[src/rtl/pipe_hazard_ctrl_pkg.sv]
// Shared definitions for the pipeline hazard controller: forwarding select
// encodings, FSM state encoding and the forwarding compare helper.
package pipe_hazard_ctrl_pkg;

    localparam logic [1:0] FWD_REG = 2'b00;
    localparam logic [1:0] FWD_MEM = 2'b01;
    localparam logic [1:0] FWD_WB  = 2'b10;

    typedef enum logic {
        ST_RUN      = 1'b0,
        ST_MEM_WAIT = 1'b1
    } hz_state_e;

    // MEM result wins over WB result; $0 is hard-wired zero and never forwards.
    function automatic logic [1:0] fwd_sel(
        input logic       mem_regwr,
        input logic [4:0] mem_rw,
        input logic       wb_regwr,
        input logic [4:0] wb_rw,
        input logic [4:0] src
    );
        logic [1:0] sel;
        sel = FWD_REG;
        if (mem_regwr && (mem_rw != 5'd0) && (mem_rw == src)) begin
            sel = FWD_MEM;
        end else if (wb_regwr && (wb_rw != 5'd0) && (wb_rw == src)) begin
            sel = FWD_WB;
        end
        return sel;
    endfunction

endpackage

[src/rtl/pipe_hazard_ctrl_if.sv]
// Hazard bus between the pipeline datapath (master) and the hazard
// controller (slave): stage register/destination info in, pipeline-register
// stall/flush/bubble controls and forwarding selects out.
interface pipe_hazard_ctrl_if;

    logic [4:0] id_rs;
    logic [4:0] id_rt;
    logic       id_use_rs;
    logic       id_use_rt;
    logic [4:0] exe_rs;
    logic [4:0] exe_rt;
    logic [4:0] exe_rw;
    logic       exe_regwr;
    logic       exe_memtoreg;
    logic       exe_br_taken;
    logic [4:0] mem_rw;
    logic       mem_regwr;
    logic [4:0] wb_rw;
    logic       wb_regwr;
    logic       mem_req;
    logic       mem_ack;

    logic       pc_stall;
    logic       if_id_stall;
    logic       if_id_flush;
    logic       id_exe_stall;
    logic       id_exe_bubble;
    logic       exe_mem_stall;
    logic       mem_wb_bubble;
    logic [1:0] fwd_a;
    logic [1:0] fwd_b;
    logic       mem_err;

    modport master (
        output id_rs, id_rt, id_use_rs, id_use_rt,
        output exe_rs, exe_rt, exe_rw, exe_regwr, exe_memtoreg, exe_br_taken,
        output mem_rw, mem_regwr, wb_rw, wb_regwr, mem_req, mem_ack,
        input  pc_stall, if_id_stall, if_id_flush, id_exe_stall, id_exe_bubble,
        input  exe_mem_stall, mem_wb_bubble, fwd_a, fwd_b, mem_err
    );

    modport slave (
        input  id_rs, id_rt, id_use_rs, id_use_rt,
        input  exe_rs, exe_rt, exe_rw, exe_regwr, exe_memtoreg, exe_br_taken,
        input  mem_rw, mem_regwr, wb_rw, wb_regwr, mem_req, mem_ack,
        output pc_stall, if_id_stall, if_id_flush, id_exe_stall, id_exe_bubble,
        output exe_mem_stall, mem_wb_bubble, fwd_a, fwd_b, mem_err
    );

endinterface

[src/rtl/pipe_hazard_ctrl_fwd_unit.sv]
// EXE-stage operand forwarding compare for both ALU operands.
// Purely combinational.
module pipe_hazard_ctrl_fwd_unit
    import pipe_hazard_ctrl_pkg::*;
(
    input  logic       mem_regwr,
    input  logic [4:0] mem_rw,
    input  logic       wb_regwr,
    input  logic [4:0] wb_rw,
    input  logic [4:0] exe_rs,
    input  logic [4:0] exe_rt,
    output logic [1:0] fwd_a,
    output logic [1:0] fwd_b
);

    // Select the youngest in-flight producer of each EXE source register.
    always_comb begin
        fwd_a = fwd_sel(mem_regwr, mem_rw, wb_regwr, wb_rw, exe_rs);
        fwd_b = fwd_sel(mem_regwr, mem_rw, wb_regwr, wb_rw, exe_rt);
    end

endmodule

[src/rtl/pipe_hazard_ctrl.sv]
// Hazard and sequencing controller for the 5-stage MIPS pipeline.
// Resolves data-memory freezes, taken-branch flushes and load-use stalls
// (in that priority order) and drives the EXE forwarding selects.
// Optional build macro HAZARD_PERF_CNT_EN adds three 32-bit event counters.
//
// state       | meaning
// ------------+------------------------------------------------------------
// ST_RUN      | pipeline flowing, no memory access outstanding
// ST_MEM_WAIT | data memory access pending; freeze counter is running
module pipe_hazard_ctrl
    import pipe_hazard_ctrl_pkg::*;
#(
    parameter int MEM_TIMEOUT = 16,
    parameter int CNT_W       = 5
) (
    input  logic                 CLK,
    input  logic                 reset,
    pipe_hazard_ctrl_if.slave    hz
`ifdef HAZARD_PERF_CNT_EN
    ,
    output logic [31:0]          cnt_loaduse,
    output logic [31:0]          cnt_brflush,
    output logic [31:0]          cnt_memwait
`endif
);

    localparam logic [CNT_W-1:0] TIMEOUT_C = CNT_W'(MEM_TIMEOUT);

    hz_state_e        state_q, state_d;
    logic [CNT_W-1:0] cnt_q, cnt_d;
    logic             mem_err_q, mem_err_d;

    logic             freeze;
    logic             lu_match;
    logic             br_win;
    logic             lu_win;
    logic [1:0]       fwd_a_raw;
    logic [1:0]       fwd_b_raw;

    pipe_hazard_ctrl_fwd_unit u_fwd_unit (
        .mem_regwr (hz.mem_regwr),
        .mem_rw    (hz.mem_rw),
        .wb_regwr  (hz.wb_regwr),
        .wb_rw     (hz.wb_rw),
        .exe_rs    (hz.exe_rs),
        .exe_rt    (hz.exe_rt),
        .fwd_a     (fwd_a_raw),
        .fwd_b     (fwd_b_raw)
    );

    // Hazard detection and priority: freeze > taken branch > load-use.
    always_comb begin
        freeze   = hz.mem_req & ~hz.mem_ack;
        lu_match = hz.exe_memtoreg & hz.exe_regwr & (hz.exe_rw != 5'd0) &
                   ((hz.id_use_rs & (hz.id_rs == hz.exe_rw)) |
                    (hz.id_use_rt & (hz.id_rt == hz.exe_rw)));
        br_win   = ~freeze & hz.exe_br_taken;
        lu_win   = ~freeze & ~hz.exe_br_taken & lu_match;
    end

    // Pipeline controls; everything is forced quiet while reset is held so a
    // reset during a freeze releases the pipeline without waiting for CLK.
    always_comb begin
        hz.pc_stall      = reset & (freeze | lu_win);
        hz.if_id_stall   = reset & (freeze | lu_win);
        hz.if_id_flush   = reset & br_win;
        hz.id_exe_stall  = reset & freeze;
        hz.id_exe_bubble = reset & (br_win | lu_win);
        hz.exe_mem_stall = reset & freeze;
        hz.mem_wb_bubble = reset & freeze;
        hz.fwd_a         = reset ? fwd_a_raw : FWD_REG;
        hz.fwd_b         = reset ? fwd_b_raw : FWD_REG;
        hz.mem_err       = mem_err_q;
    end

    // Next state: count consecutive freeze cycles of one access, saturating
    // at the timeout; the timeout flag is sticky until reset.
    always_comb begin
        state_d   = state_q;
        cnt_d     = cnt_q;
        mem_err_d = mem_err_q;
        case (state_q)
            ST_RUN: begin
                if (freeze) begin
                    state_d = ST_MEM_WAIT;
                    cnt_d   = CNT_W'(1);
                end
            end
            ST_MEM_WAIT: begin
                if (freeze) begin
                    if (cnt_q != TIMEOUT_C) begin
                        cnt_d = cnt_q + 1'b1;
                    end
                end else begin
                    state_d = ST_RUN;
                    cnt_d   = '0;
                end
            end
            default: begin
                state_d = ST_RUN;
                cnt_d   = '0;
            end
        endcase
        if (cnt_d == TIMEOUT_C) begin
            mem_err_d = 1'b1;
        end
    end

    // FSM, freeze counter and timeout flag registers.
    always_ff @(posedge CLK or negedge reset) begin
        if (!reset) begin
            state_q   <= ST_RUN;
            cnt_q     <= '0;
            mem_err_q <= 1'b0;
        end else begin
            state_q   <= state_d;
            cnt_q     <= cnt_d;
            mem_err_q <= mem_err_d;
        end
    end

`ifdef HAZARD_PERF_CNT_EN
    logic [31:0] cnt_loaduse_q, cnt_loaduse_d;
    logic [31:0] cnt_brflush_q, cnt_brflush_d;
    logic [31:0] cnt_memwait_q, cnt_memwait_d;

    // Event counters bump only for the condition that won priority this cycle.
    always_comb begin
        cnt_loaduse_d = cnt_loaduse_q;
        cnt_brflush_d = cnt_brflush_q;
        cnt_memwait_d = cnt_memwait_q;
        if (lu_win) cnt_loaduse_d = cnt_loaduse_q + 32'd1;
        if (br_win) cnt_brflush_d = cnt_brflush_q + 32'd1;
        if (freeze) cnt_memwait_d = cnt_memwait_q + 32'd1;
    end

    // Wrapping event counter registers.
    always_ff @(posedge CLK or negedge reset) begin
        if (!reset) begin
            cnt_loaduse_q <= '0;
            cnt_brflush_q <= '0;
            cnt_memwait_q <= '0;
        end else begin
            cnt_loaduse_q <= cnt_loaduse_d;
            cnt_brflush_q <= cnt_brflush_d;
            cnt_memwait_q <= cnt_memwait_d;
        end
    end

    assign cnt_loaduse = cnt_loaduse_q;
    assign cnt_brflush = cnt_brflush_q;
    assign cnt_memwait = cnt_memwait_q;
`endif

endmodule

[src/flat_wrapper.sv]
// flat-port wrapper written by rule: the top's interface ports become plain ports
module pipe_hazard_ctrl_flat import pipe_hazard_ctrl_pkg::*;
#(
    parameter int MEM_TIMEOUT = 16,
    parameter int CNT_W       = 5
)
  (CLK, reset, hz_id_rs, hz_id_rt, hz_id_use_rs, hz_id_use_rt, hz_exe_rs, hz_exe_rt, hz_exe_rw, hz_exe_regwr, hz_exe_memtoreg, hz_exe_br_taken, hz_mem_rw, hz_mem_regwr, hz_wb_rw, hz_wb_regwr, hz_mem_req, hz_mem_ack, hz_pc_stall, hz_if_id_stall, hz_if_id_flush, hz_id_exe_stall, hz_id_exe_bubble, hz_exe_mem_stall, hz_mem_wb_bubble, hz_fwd_a, hz_fwd_b, hz_mem_err);
  pipe_hazard_ctrl_if hz_i ();
  input  logic CLK;
  input  logic reset;
  input wire logic [$bits(hz_i.id_rs)-1:0] hz_id_rs;
  input wire logic [$bits(hz_i.id_rt)-1:0] hz_id_rt;
  input wire logic [$bits(hz_i.id_use_rs)-1:0] hz_id_use_rs;
  input wire logic [$bits(hz_i.id_use_rt)-1:0] hz_id_use_rt;
  input wire logic [$bits(hz_i.exe_rs)-1:0] hz_exe_rs;
  input wire logic [$bits(hz_i.exe_rt)-1:0] hz_exe_rt;
  input wire logic [$bits(hz_i.exe_rw)-1:0] hz_exe_rw;
  input wire logic [$bits(hz_i.exe_regwr)-1:0] hz_exe_regwr;
  input wire logic [$bits(hz_i.exe_memtoreg)-1:0] hz_exe_memtoreg;
  input wire logic [$bits(hz_i.exe_br_taken)-1:0] hz_exe_br_taken;
  input wire logic [$bits(hz_i.mem_rw)-1:0] hz_mem_rw;
  input wire logic [$bits(hz_i.mem_regwr)-1:0] hz_mem_regwr;
  input wire logic [$bits(hz_i.wb_rw)-1:0] hz_wb_rw;
  input wire logic [$bits(hz_i.wb_regwr)-1:0] hz_wb_regwr;
  input wire logic [$bits(hz_i.mem_req)-1:0] hz_mem_req;
  input wire logic [$bits(hz_i.mem_ack)-1:0] hz_mem_ack;
  output wire logic [$bits(hz_i.pc_stall)-1:0] hz_pc_stall;
  output wire logic [$bits(hz_i.if_id_stall)-1:0] hz_if_id_stall;
  output wire logic [$bits(hz_i.if_id_flush)-1:0] hz_if_id_flush;
  output wire logic [$bits(hz_i.id_exe_stall)-1:0] hz_id_exe_stall;
  output wire logic [$bits(hz_i.id_exe_bubble)-1:0] hz_id_exe_bubble;
  output wire logic [$bits(hz_i.exe_mem_stall)-1:0] hz_exe_mem_stall;
  output wire logic [$bits(hz_i.mem_wb_bubble)-1:0] hz_mem_wb_bubble;
  output wire logic [$bits(hz_i.fwd_a)-1:0] hz_fwd_a;
  output wire logic [$bits(hz_i.fwd_b)-1:0] hz_fwd_b;
  output wire logic [$bits(hz_i.mem_err)-1:0] hz_mem_err;
  assign hz_i.id_rs = hz_id_rs;
  assign hz_i.id_rt = hz_id_rt;
  assign hz_i.id_use_rs = hz_id_use_rs;
  assign hz_i.id_use_rt = hz_id_use_rt;
  assign hz_i.exe_rs = hz_exe_rs;
  assign hz_i.exe_rt = hz_exe_rt;
  assign hz_i.exe_rw = hz_exe_rw;
  assign hz_i.exe_regwr = hz_exe_regwr;
  assign hz_i.exe_memtoreg = hz_exe_memtoreg;
  assign hz_i.exe_br_taken = hz_exe_br_taken;
  assign hz_i.mem_rw = hz_mem_rw;
  assign hz_i.mem_regwr = hz_mem_regwr;
  assign hz_i.wb_rw = hz_wb_rw;
  assign hz_i.wb_regwr = hz_wb_regwr;
  assign hz_i.mem_req = hz_mem_req;
  assign hz_i.mem_ack = hz_mem_ack;
  assign hz_pc_stall = hz_i.pc_stall;
  assign hz_if_id_stall = hz_i.if_id_stall;
  assign hz_if_id_flush = hz_i.if_id_flush;
  assign hz_id_exe_stall = hz_i.id_exe_stall;
  assign hz_id_exe_bubble = hz_i.id_exe_bubble;
  assign hz_exe_mem_stall = hz_i.exe_mem_stall;
  assign hz_mem_wb_bubble = hz_i.mem_wb_bubble;
  assign hz_fwd_a = hz_i.fwd_a;
  assign hz_fwd_b = hz_i.fwd_b;
  assign hz_mem_err = hz_i.mem_err;
  pipe_hazard_ctrl #(.MEM_TIMEOUT(MEM_TIMEOUT), .CNT_W(CNT_W)) u_core (.CLK(CLK), .reset(reset), .hz(hz_i));
endmodule
[config.mk]
export PLATFORM = sky130hd
export DESIGN_NAME = pipe_hazard_ctrl_flat
export DESIGN_NICKNAME = d
export VERILOG_FILES = /design/src/rtl/pipe_hazard_ctrl_pkg.sv /design/src/rtl/pipe_hazard_ctrl_if.sv /design/src/rtl/pipe_hazard_ctrl_fwd_unit.sv /design/src/rtl/pipe_hazard_ctrl.sv /design/src/flat_wrapper.sv
export SDC_FILE = /design/constraint.sdc
export NUM_CORES = 1
export LEC_CHECK = 0
export BUFFER_PORTS_ARGS = -buffer_cell sky130_fd_sc_hd__buf_2
export CAP_MARGIN = 15
export CORE_ASPECT_RATIO = 0.8
export CORE_MARGIN = 4
export CORE_UTILIZATION = 30
export CTS_CLUSTER_DIAMETER = 200
export CTS_CLUSTER_SIZE = 12
export DETAILED_ROUTE_END_ITERATION = 8
export PLACE_DENSITY_LB_ADDON = 0.15
export SYNTH_ARGS = -nofsm -noshare
export SYNTH_HDL_FRONTEND = slang
export SYNTH_SLANG_ARGS = --single-unit
[constraint.sdc]
create_clock -name CLK -period 1.25 [get_ports CLK]
set_input_delay 0 -clock CLK [delete_from_list [all_inputs] [get_ports CLK]]
set_output_delay 0 -clock CLK [all_outputs]
set_load 0.005 [all_outputs]
# Yosys cells after proc, flatten, opt, wreduce, memory -nomap -nowiden
# Cells that the tools add are included.
[word_totals]
regBits = 7
latch_bits = 0
mem_bits_rw = 0
romBits = 0
input_bits = 46
out_inout_bits = 12
mem_count = 0
[classes]
addsub = 1
n_mul = 0
div_mod_pow = 0
magnitude_cmp = 0
n_eq_ne = 8
n_shift = 0
n_mux = 11
bitwise = 20
reduce_logical = 9
[ops]
columns = ["op", "count"]
rows = [
  ["5-bit equality test", 6],
  ["5-bit 2-to-1 mux", 3],
  ["5-bit nonzero test", 3],
  ["1-bit AND", 13],
  ["2-bit 2-to-1 mux", 6],
  ["5-bit case mux with 2 select lines", 1],
  ["1-bit logical AND", 6],
  ["5-bit by 1-bit adder with 5-bit output, second input constant", 1],
  ["5-bit equality test, second input constant", 1],
  ["5-bit inequality test, second input constant", 1],
  ["1-bit NOT", 4],
  ["1-bit bitwise OR", 3],
  ["1-bit 2-to-1 mux", 1],
]

# Depth between registers and ports, before layout
[logic_depth]
ltp_word = 7
ltp_mapped = 6

# By module
# A second synthesis with hierarchy kept.
[hier_totals]
cells_unflattened = 109
hier_area_um2 = 894.6
[by_module_without_submodules]
columns = ["mod", "n_inst", "cells_each", "area_per_inst_um2", "seq_area_each_um2"]
rows = [
  ["pipe_hazard_ctrl", 1, 75, 636.9, 175.2],
  ["pipe_hazard_ctrl_fwd_unit", 1, 34, 257.7, 0.0],
]

# Worst setup path before layout
# Ideal clock, no wire load.
[synth_path]
path_type = "flip-flop to flip-flop"
start = "register u_core.cnt_q[0]"
end = "register u_core.mem_err_q (netlist: u_core.hz.mem_err)"
setup_time_ps = 66
arrival_ps = 1234
required_time_ps = 1184
path_slack_ps = -50
path_stages_with_launch = 7
n_path_buf = 0
cell_sequence = "dfrtp_1 > inv_1 > ha_1 > nand4bb_1 > o21a_1 > o22ai_1 > a41o_1"
[synth_via]
elab_chain_cells = 5
word_cells_on_any_way = 7
classes_between = "add/sub: 1; eq/ne: 2; mux: 4"
[synth_lines]
columns = ["item", "line_no", "source"]
rows = [
  ["start, declared", "pipe_hazard_ctrl.sv:30", "logic [CNT_W-1:0] cnt_q, cnt_d;"],
  ["start signal, assigned", "pipe_hazard_ctrl.sv:117", "cnt_q <= cnt_d;"],
  ["5-bit by 1-bit adder with 5-bit output / 5-bit inequality test (equally long branches)", "pipe_hazard_ctrl.sv:92, pipe_hazard_ctrl.sv:91", ""],
  ["5-bit 2-to-1 mux", "pipe_hazard_ctrl.sv:91", "if (cnt_q != TIMEOUT_C) begin"],
  ["5-bit 2-to-1 mux", "pipe_hazard_ctrl.sv:90", "if (freeze) begin"],
  ["5-bit case mux with 2 select lines *", "pipe_hazard_ctrl.sv:82", "case (state_q)"],
  ["5-bit equality test *", "pipe_hazard_ctrl.sv:104", "if (cnt_d == TIMEOUT_C) begin"],
  ["end signal, assigned", "pipe_hazard_ctrl.sv:118", "mem_err_q <= mem_err_d;"],
  ["end, declared", "pipe_hazard_ctrl.sv:31", "logic mem_err_q, mem_err_d;"],
]
# Mark *: on every way between the ends. The rest lies on a longest branch, timed or not.
# A chain may end at the register's enable or synchronous reset.

# Worst setup path after layout
[layout_path]
start = "register u_core.state_q"
end = "register u_core.mem_err_q (netlist: u_core.hz.mem_err)"
[layout_via]
elab_chain_cells = 3
[layout_lines]
columns = ["item", "line_no", "source"]
rows = [
  ["start, declared", "pipe_hazard_ctrl.sv:29", "hz_state_e state_q, state_d;"],
  ["start signal, assigned", "pipe_hazard_ctrl.sv:116", "state_q <= state_d;"],
  ["1-bit NOT", "pipe_hazard_ctrl.sv:82", ""],
  ["5-bit case mux with 2 select lines *", "pipe_hazard_ctrl.sv:82", ""],
  ["5-bit equality test *", "pipe_hazard_ctrl.sv:104", ""],
]
# Marks and branches as above.

==> impl_metrics.ini <==
[grt]
grt_usage_pct = 13.7
grt_pass1_vias = 957
grt_start_max_net_pins = 8
antenna_found_initial = 0
grt_first_pass_wirelength_mm = 4.15
overflow = 0

[synth]
synth_area_um2 = 856
ys_seq_elements = 7
ys_seq_area_share_pct = 20.5
async_reset_ff_share_pct = 100
synth_warnings = 0
synth_cell_type_count = 34
synth_top_cell_area_share_pct = 22.5
synth.area.top_cells = xor2_1, dfrtp_1, xnor2_1
avgSynthCellArea_um2 = 8.91
yosys_most_used_dff = dfrtp_1
syn-num-nets = 144
syn_inst = 96
synth_enable_flop_cells = 0
ys_top_cells_by_count = xor2_1, xnor2_1, dfrtp_1
yosysTopAreaCell = xor2_1
synth.most_common_cell = xor2_1

[drt]
post_drt_wl_per_cell_um = 12.9
drtAntennaViolNets = 0
vias = 955
drt-initial-drc-count = 6
wl_mm = 2.65
dr.pass1.iters = 4
drc = 0
viasPerCell = 4.66

[timing]
drv_slew = 0
setup_violations = 3
holdWs_ns = 0.164
min_period_ns = 1.39
report.final.hold_viol_count = 0
post-route-period-util_pct = 112
finalSetupTns_ns = -0.216
finClkSkew_ns = 0.00168
max_freq_ghz = 0.717
tightest_slew_ns = 0.332
rsz0062_at_grt = true
fin_ws_ns = -0.145
relSlewSlack_pct = 77.8

[power_and_ir_drop]
p_leak_uw = 0.000683
switching_share_pct = 32.0
power_density_nw_per_um2 = 568
combinationalPowerShare_pct = 43.5
clkPwrFrac_pct = 25.7
switchingPower_uw = 255
ir_drop_mv = 0.656
power_frac_seq_pct = 30.8
p_int_uw = 541

[cts]
tritoncts = yes
cts_buffers = 3
clkLatencyLatePin_ns = 0.25
cts.htree.levels = 1
cts.sink_count = 7
cts_root_buffer = clkbuf_4
path_clk_slew_ns = 0.05
cts_buffer_depth = 2

[setup_path]
critPathMaxFanout = 5
arrival_ns = 1.53
endpoint_kind = register
worstSetupPathType = reg -> reg
crit_required_ns = 1.39
critPathLaunchType = register

[final_layout]
nFillCells = 259
layout.nets = 216
fin_cells = 205
regArea_um2 = 175
n_antenna_cell = 0
final_area_um2 = 1400
fin_util_pct = 51.0
multi_input_area_um2 = 727
syn_to_final_growth_pct = 63.6
drive_gt1_share_pct = 54.5

[placement]
port_buffers = 57
dpl.hpwl_mm = 2.13
gp_congestion = 0.795
dp_cells = 199
place_area_um2 = 1250

[floorplan]
die-area_um2 = 3780
start_util_pct = 31.2
coreArea_um2 = 2740
die_y_um = 55.8
die_w_um = 67.7
io_pins = 58
rows = 17

[run_status]
status = finished, violations left
violations = negative setup slack

[run]
maxCapViolCount = 0

[min_path]
hp-class = in -> reg
## area by class of cell
class | instances | area share, %
tap | 38 | 3.40
multi-input combinational | 80 | 51.9
clock buffer | 4 | 1.88
sequential | 7 | 12.5
inverter | 6 | 1.61
timing repair buffer | 70 | 28.7
## state kept, by name, indices dropped and copies added (netlist names)
| signal | count |
|---|---|
| u_core.cnt_q | 5 |
| u_core.hz.mem_err | 1 |
| u_core.state_q | 1 |
## routing by layer
layer	global-route usage [%]	wire [um]	up-vias
li1	-	-	488
met1	18.0	1110	436
met2	22.5	1330	29
met3	2.83	191	2
met4	3.18	12	0
met5	0	0	-
## critical path: stages (launching register included)
cell and delay, ns:
dfrtp_1 0.45, inv_1 0.13, nor2_1 0.30, a32oi_1 0.19, a41o_1 0.21
## layout by cell type, fill, tap and decap left out, types with 2 or more instances in the layout
cell / Yosys / layout
xor2_1: 22 / 22
dfrtp_1: 7 / 7
or4_4: 0 / 3
nand3_1: 4 / 4
clkbuf_4: 0 / 3
nand2_1: 2 / 2
nor4_2: 2 / 4
inv_1: 6 / 4
a32oi_1: 2 / 2
inv_2: 0 / 2
o21bai_1: 2 / 2
or4_1: 5 / 2
buf_6: 0 / 3
and2_2: 2 / 2
and3_1: 2 / 2
buf_4: 3 / 11
buf_2: 0 / 55
xnor2_1: 10 / 10
nor4_1: 4 / 2
## kinds of logic after synthesis
group	after synthesis	synth area share, %
buffers and inverters	9	5.26
adders and majority gates	2	2.92
DFF	7	20.5
and+or+nand+nor	30	24.7
AOI/OAI and AO/OA	16	13.9
xor gates and xnor gates	32	32.7
## path summary, 6_finish.rpt
kind,from,cells past startpoint,end,slack (ns)
min,hz_mem_req,3,u_core.state_q,0.16
max reg2reg,u_core.state_q,4,u_core.hz.mem_err,-0.14
min reg2reg,u_core.hz.mem_err,1,u_core.hz.mem_err,0.47
min in group asynchronous,reset,3,u_core.state_q,0.33
max,u_core.state_q,4,u_core.hz.mem_err,-0.14
max in group asynchronous,reset,3,u_core.cnt_q[4],0.68
## power groups by stage
stage	Combinational (uW)	Sequential, uW	Clock (uW)
CTS	321	244	214
global placement	293	247	0
detailed placement	294	247	0
global route	380	246	228
finish	346	245	204
floorplan	128	247	0
## what timing repair did
item | in CTS | in global routing
pin swaps | 6 | 4
gates resized for setup | 12 | 10
setup endpoints to repair | 4 | 6
buffers inserted | 0 | 1
cloned | 0 | 0
hold buffers | 1 | 0
endpoints found under the hold margin | 7 | 0
## stage by stage
stage	total power (uW)	setup WS [ns]
floorplan	375	-0.0499
global placement	539	-0.106
detailed placement	541	-0.154
CTS	779	-0.115
global route	854	-0.221
finish	795	-0.145
(Power assumes the default switching activity.)
